==> src/rtl/bus_seq_monitor_pkg.sv <==
// bus_seq_monitor_pkg: shared state encoding, default widths and increment constant
package bus_seq_monitor_pkg;
  localparam int DEF_WIDTH = 8;
  localparam int DEF_ERR_W = 8;
  localparam logic [DEF_WIDTH-1:0] ONE = DEF_WIDTH'(1'b1);
  typedef enum logic [1:0] {
    IDLE    = 2'd0,
    ACQUIRE = 2'd1,
    TRACK   = 2'd2
  } state_t;
endpackage

==> src/rtl/bus_seq_monitor_if.sv <==
// bus_seq_monitor_if: counter output bus, word plus drive-enable
interface bus_seq_monitor_if import bus_seq_monitor_pkg::*; #(
  parameter int WIDTH = DEF_WIDTH
);
  logic [WIDTH-1:0] din;
  logic             din_oe;
  modport master (output din, din_oe);
  modport slave  (input din, din_oe);
endinterface

==> src/rtl/bus_seq_monitor_bus_sync.sv <==
// bus_seq_monitor_bus_sync: STAGES-deep flop chain bringing an asynchronous input into clk
module bus_seq_monitor_bus_sync #(
  parameter int W      = 1,
  parameter int STAGES = 2
) (
  input  logic         clk,
  input  logic         rst_n,
  input  logic [W-1:0] d,
  output logic [W-1:0] q
);
  logic [W-1:0] sync_q [STAGES];
  logic [W-1:0] sync_d [STAGES];
  always_comb begin
    sync_d[0] = d;
    for (int i = 1; i < STAGES; i++) sync_d[i] = sync_q[i-1];
  end
  always_ff @(posedge clk or negedge rst_n)
    if (!rst_n) sync_q <= '{default: '0};
    else sync_q <= sync_d;
  assign q = sync_q[STAGES-1];
endmodule

==> src/rtl/bus_seq_monitor.sv <==
// bus_seq_monitor: synchronise a counter bus, accept stable words and check the count sequence
module bus_seq_monitor import bus_seq_monitor_pkg::*; #(
  parameter int WIDTH       = DEF_WIDTH,
  parameter int SYNC_STAGES = 2,
  parameter int STABLE_CYC  = 2,
  parameter int ERR_W       = DEF_ERR_W
) (
  input  logic              clk,
  input  logic              rst_n,
  bus_seq_monitor_if.slave  bus,
  input  logic              load_ok,
  input  logic              clear,
  output logic [WIDTH-1:0]  last_val,
  output logic              locked,
  output logic              word_stb,
  output logic              err_pulse,
  output logic [ERR_W-1:0]  err_cnt
);
  localparam int CW = $clog2(STABLE_CYC + 1);
  localparam logic [CW-1:0] STABLE = CW'(STABLE_CYC);
  localparam logic [ERR_W-1:0] ERR_MAX = '1;
  logic [WIDTH-1:0] din_s, prev_q, last_val_q, last_val_d;
  logic             oe_s, same, acc, seq_ok;
  logic             done_q, done_d, locked_q, locked_d;
  logic             word_stb_q, word_stb_d, err_pulse_q, err_pulse_d;
  logic [CW-1:0]    cnt_q, cnt_d;
  logic [ERR_W-1:0] err_cnt_q, err_cnt_d;
  state_t           state_q, state_d;
  bus_seq_monitor_bus_sync #(.W(WIDTH), .STAGES(SYNC_STAGES)) u_din_sync (
    .clk(clk), .rst_n(rst_n), .d(bus.din), .q(din_s)
  );
  bus_seq_monitor_bus_sync #(.W(1), .STAGES(SYNC_STAGES)) u_oe_sync (
    .clk(clk), .rst_n(rst_n), .d(bus.din_oe), .q(oe_s)
  );
  always_comb begin
    same        = oe_s && din_s == prev_q;
    cnt_d       = clear || !same ? CW'(1) : (cnt_q == STABLE ? STABLE : cnt_q + CW'(1));
    acc         = !clear && oe_s && cnt_d == STABLE && !(done_q && same);
    done_d      = !clear && oe_s && (acc || (done_q && same));
    seq_ok      = din_s == last_val_q + WIDTH'(ONE);
    state_d     = state_q;
    last_val_d  = last_val_q;
    err_cnt_d   = err_cnt_q;
    word_stb_d  = 1'b0;
    err_pulse_d = 1'b0;
    if (clear) begin
      state_d    = oe_s ? ACQUIRE : IDLE;
      last_val_d = '0;
      err_cnt_d  = '0;
    end else if (!oe_s) begin
      state_d = IDLE;
    end else if (acc) begin
      state_d     = TRACK;
      last_val_d  = din_s;
      word_stb_d  = 1'b1;
      err_pulse_d = state_q == TRACK && !seq_ok && !load_ok;
      err_cnt_d   = err_pulse_d && err_cnt_q != ERR_MAX ? err_cnt_q + ERR_W'(1) : err_cnt_q;
    end else if (state_q == IDLE) begin
      state_d = ACQUIRE;
    end
    locked_d = state_d == TRACK;
  end
  always_ff @(posedge clk or negedge rst_n)
    if (!rst_n) begin
      state_q     <= IDLE;
      prev_q      <= '0;
      cnt_q       <= '0;
      done_q      <= 1'b0;
      last_val_q  <= '0;
      locked_q    <= 1'b0;
      word_stb_q  <= 1'b0;
      err_pulse_q <= 1'b0;
      err_cnt_q   <= '0;
    end else begin
      state_q     <= state_d;
      prev_q      <= din_s;
      cnt_q       <= cnt_d;
      done_q      <= done_d;
      last_val_q  <= last_val_d;
      locked_q    <= locked_d;
      word_stb_q  <= word_stb_d;
      err_pulse_q <= err_pulse_d;
      err_cnt_q   <= err_cnt_d;
    end
  assign last_val  = last_val_q;
  assign locked    = locked_q;
  assign word_stb  = word_stb_q;
  assign err_pulse = err_pulse_q;
  assign err_cnt   = err_cnt_q;
endmodule

==> src/flat_wrapper.sv <==
// flat-port wrapper written by rule: the top's interface ports become plain ports
module bus_seq_monitor_flat import bus_seq_monitor_pkg::*;
#(
  parameter int WIDTH       = DEF_WIDTH,
  parameter int SYNC_STAGES = 2,
  parameter int STABLE_CYC  = 2,
  parameter int ERR_W       = DEF_ERR_W
)
  (clk, rst_n, load_ok, clear, last_val, locked, word_stb, err_pulse, err_cnt, bus_din, bus_din_oe);
  bus_seq_monitor_if #(.WIDTH(WIDTH)) bus_i ();
  input  logic clk;
  input  logic rst_n;
  input  logic load_ok;
  input  logic clear;
  output logic [WIDTH-1:0] last_val;
  output logic locked;
  output logic word_stb;
  output logic err_pulse;
  output logic [ERR_W-1:0] err_cnt;
  input wire logic [$bits(bus_i.din)-1:0] bus_din;
  input wire logic [$bits(bus_i.din_oe)-1:0] bus_din_oe;
  assign bus_i.din = bus_din;
  assign bus_i.din_oe = bus_din_oe;
  bus_seq_monitor #(.WIDTH(WIDTH), .SYNC_STAGES(SYNC_STAGES), .STABLE_CYC(STABLE_CYC), .ERR_W(ERR_W)) u_core (.clk(clk), .rst_n(rst_n), .bus(bus_i), .load_ok(load_ok), .clear(clear), .last_val(last_val), .locked(locked), .word_stb(word_stb), .err_pulse(err_pulse), .err_cnt(err_cnt));
endmodule
==> config.mk <==
export PLATFORM = sky130hd
export DESIGN_NAME = bus_seq_monitor_flat
export DESIGN_NICKNAME = d
export VERILOG_FILES = /design/src/rtl/bus_seq_monitor_pkg.sv /design/src/rtl/bus_seq_monitor_if.sv /design/src/rtl/bus_seq_monitor_bus_sync.sv /design/src/rtl/bus_seq_monitor.sv /design/src/flat_wrapper.sv
export SDC_FILE = /design/constraint.sdc
export NUM_CORES = 1
export LEC_CHECK = 0
export BUFFER_PORTS_ARGS = -buffer_cell sky130_fd_sc_hd__buf_2
export CORE_AREA = 5 5 67 69
export CTS_CLUSTER_SIZE = 24
export DETAILED_ROUTE_END_ITERATION = 8
export DIE_AREA = 0 0 72 74
export PLACE_DENSITY = 0.76
export REMOVE_ABC_BUFFERS = 1
export SYNTH_ARGS = -nofsm -noshare
export SYNTH_HDL_FRONTEND = slang
export SYNTH_SLANG_ARGS = --single-unit
export TNS_END_PERCENT = 20
==> constraint.sdc <==
create_clock -name clk -period 5.4 [get_ports clk]
set_clock_uncertainty 0.1 [all_clocks]
set_input_delay 0.27 -clock clk [delete_from_list [all_inputs] [get_ports clk]]
set_output_delay 0.27 -clock clk [all_outputs]
set_load 0.005 [all_outputs]
==> out/results.tsv <==
stage	metric	value	unit
critical_path	CP Capture Type	flop	
clocking	CTS clk-pin slew, worst paths	90	ps
grt	vias in the first global route	1323	
logic_synthesis	FF+latch count, synth	50	
clocking	CTS tree	done	
final_layout	fill cell count	317	
timing	setup TNS	0	ps
final_layout	Register Area	1250	sq um
logic_synthesis	most instantiated library cell after synthesis	dfrtp_1	
grt	largest net degree at the start of global routing	51	
logic_synthesis	Post-synth top cells	50 x dfrtp_1, 14 x xnor2_1, 8 x a21oi_1, 8 x a22o_1, 6 x nand3_1	
floorplan	IO Pins	32	
logic_synthesis	largest area contributor in the netlist	dfrtp_1	
clocking	Resize count post-CTS	0	
grt	GRT Overall Usage	0.153	
timing	Fin. Hold Viols	0	
floorplan	die footprint	5330	sq um
logic_synthesis	Gate Count Post-Synth	153	
floorplan	Die Y	74	um
timing	Setup Viol. Count Final	0	
grt	first-pass GRT wire length	6.15	mm
critical_path	worst path cell trace	inv_1 -> ha_1 -> nor3b_1 -> nand2_1 -> nor3_4 -> o2111ai_4 -> or3_2 -> a21oi_1	
worst_hold_path	Worst Hold Class	in2async	
final_layout	Syn-to-layout area delta	18.6	%
timing	unrepaired setup endpoints after global routing	no	
critical_path	Critical Path AT	2830	ps
critical_path	Largest stage delay, worst path	530	ps
critical_path	CP Class	reg2reg	
route	vias	1358	
timing	crit share post-route	0.501	
timing	crit path time final	2710	ps
timing	slew margin rel.	0.308	
critical_path	crit path buf inv count	1	
clocking	clock buffer depth	2	
critical_path	CP Launch Type	flop	
critical_path	CP max FO	14	
clocking	H-tree depth	2	
logic_synthesis	top post-synthesis cells by area	dfrtp_1 62%, xnor2_1 6.1%, a22o_1 3.5%	
logic_synthesis	Main synth FF type	dfrtp_1	
floorplan	FP Rows	23	
power	power density cells	268	nW/um^2
clocking	Worst-Skew Late Latency	300	ps
final_layout	fraction of layout cells with a size suffix above 1	0.249	
logic_synthesis	area share of the largest cell type after synthesis	0.621	
logic_synthesis	Synth cell types	39	
logic_synthesis	mapped cell area	2010	sq um
run_status	outcome	finished clean	
route	WL per Instance	15.3	um
critical_path	delay-heaviest family, CP	simple AND/OR/NAND/NOR gates	
flow_run	maxcap violations	0	
timing	Worst-Margin Slew	1040	ps
clocking	CTS Buf Count	5	
clocking	clock sinks	50	
clocking	root cell of the clock tree	clkbuf_8	
critical_path	CP required	5530	ps
power	final total power	641	uW
route	drt drc	0	
place	gpl congestion	0.796	
timing	Pins Over Slew Limit	0	
logic_synthesis	Synth Area per Inst	13.2	sq um
floorplan	Core Region	3860	sq um
floorplan	Die W	72	um
timing	setup ws final	2690	ps
critical_path	slowest stage cell, crit path	or3_2	
final_layout	nets	212	
clocking	post-CTS setup buffers	0	
clocking	CTS hold repair buffers	9	
route	Detail Route Antenna Nets	0	
power	maximum VDD drop	0.000211	V
logic_synthesis	asr flop ratio synth	1.00	
final_layout	ANT cells	0	
route	total wire length	3.78	mm
place	Port Buffers	31	
logic_synthesis	Ys Warns	0	
place	pre-CTS setup slack	2740	ps
logic_synthesis	post-synthesis sequential area ratio	0.621	
route	routed vias/inst	5.50	
floorplan	Initial Util	0.522	
route	First DRT Iteration DRCs	114	
place	hpwl dp	2.53	mm
route	first-pass detailed-route iteration total	6	
logic_synthesis	Post-synth EDFFs	0	
grt	initial antenna violation count	0	
timing	Max Fclk	370	MHz
power	Pleak	1.12	nW
final_layout	multi-input combinational cell area	722	sq um
grt	remaining global-route overflow	0	
[registers in the layout, indices dropped and copies added, names as in the netlist]
register                  flops
u_core.prev_q                 8
u_core.u_din_sync.q           8
u_core.u_oe_sync.sync_d       1
u_core.u_oe_sync.q            1
u_core.done_q                 1
u_core.cnt_q                  2
u_core.state_q                2
u_core.err_pulse              1
u_core.u_din_sync.sync_d      8
u_core.err_cnt                8
u_core.word_stb               1
u_core.locked                 1
u_core.last_val               8
[cell usage in the layout (no fill, tap or decap), types with 2 or more instances in the layout]
cell type / synthesis / routed
o21a_1: 4 / 4
buf_2: 0 / 31
ha_1: 3 / 3
nor2b_1: 3 / 3
o21ai_0: 5 / 5
dfrtp_1: 50 / 50
nor2_1: 3 / 3
o211a_1: 2 / 2
and3_1: 3 / 3
nor3b_1: 2 / 2
clkbuf_8: 0 / 5
nand4_1: 4 / 4
inv_1: 5 / 5
nand2_1: 3 / 3
xor2_1: 3 / 3
or3_1: 2 / 2
nand3_1: 6 / 6
or3_2: 3 / 3
xnor2_1: 14 / 14
a21oi_1: 8 / 8
a22o_1: 8 / 8
dlygate4sd3_1: 0 / 9
[worst paths after layout]
path | start | end | slack (ps) | cells past startpoint
max | u_core.cnt_q[0] | u_core.err_cnt[5] | 2690 | 8
min | rst_n | u_core.u_din_sync.sync_d[3] | 50 | 1
max reg2reg | u_core.cnt_q[0] | u_core.err_cnt[5] | 2690 | 8
min reg2reg | u_core.u_din_sync.sync_d[3] | u_core.u_din_sync.q[3] | 260 | 0
max in group asynchronous | rst_n | u_core.err_cnt[2] | 4520 | 1
min in group clk | clear | u_core.err_cnt[4] | 190 | 2
[metrics by stage]
step | util | cells | cell area (sq um) | hold slack [ps]
2_1_floorplan | - | 149 | 1990 | -126
3_3_place_gp | 0.573 | 230 | 2210 | 233
3_5_place_dp | 0.573 | 230 | 2210 | 236
4_1_cts | 0.620 | 247 | 2390 | 81.8
5_1_grt | 0.620 | 247 | 2390 | 159
6_report | 0.620 | 247 | 2390 | 47.5
[final cells by class]
type / instances / area share
Clock buffer: 5 / 0.0288
Clock inverter: 3 / 0.00890
Inverter: 5 / 0.00785
Multi-Input combinational cell: 94 / 0.302
Sequential cell: 50 / 0.524
Tap cell: 50 / 0.0262
Timing Repair Buffer: 40 / 0.103
[layer usage]
layer | global-route usage | part of all wire | up-vias
li1 | - | - | 634
met1 | 0.193 | 0.43 | 685
met2 | 0.250 | 0.50 | 32
met3 | 0.0432 | 0.046 | 7
met4 | 0.0647 | 0.022 | 0
met5 | 0 | 0 | -
[report_power, final]
part	internal [mW]	total (mW)	leakage, nW	switching [mW]
combinational	0.0168	0.0345	0.445	0.0177
sequential	0.384	0.392	0.631	0.00800
clock	0.0911	0.214	0.0441	0.123
[worst register-to-register path: cells and delay by family (launching register included)]
kind / cells / cell delay (ps)
fa+ha+maj: 1 / 290
flops: 1 / 340
simple gates: 4 / 1350
compound gates: 2 / 500
buf+inv: 1 / 40
[kinds of logic after synthesis]
group,count (synthesis),synth area share
buffers and inverters,9,0.0205
muxes,1,0.00497
adders and majority gates,3,0.0186
xor gates and xnor gates,18,0.0851
DFF,50,0.621
AOI/OAI and AO/OA,35,0.136
and+or+nand+nor,37,0.114
No activity file was read; power rests on OpenSTA's default activity.
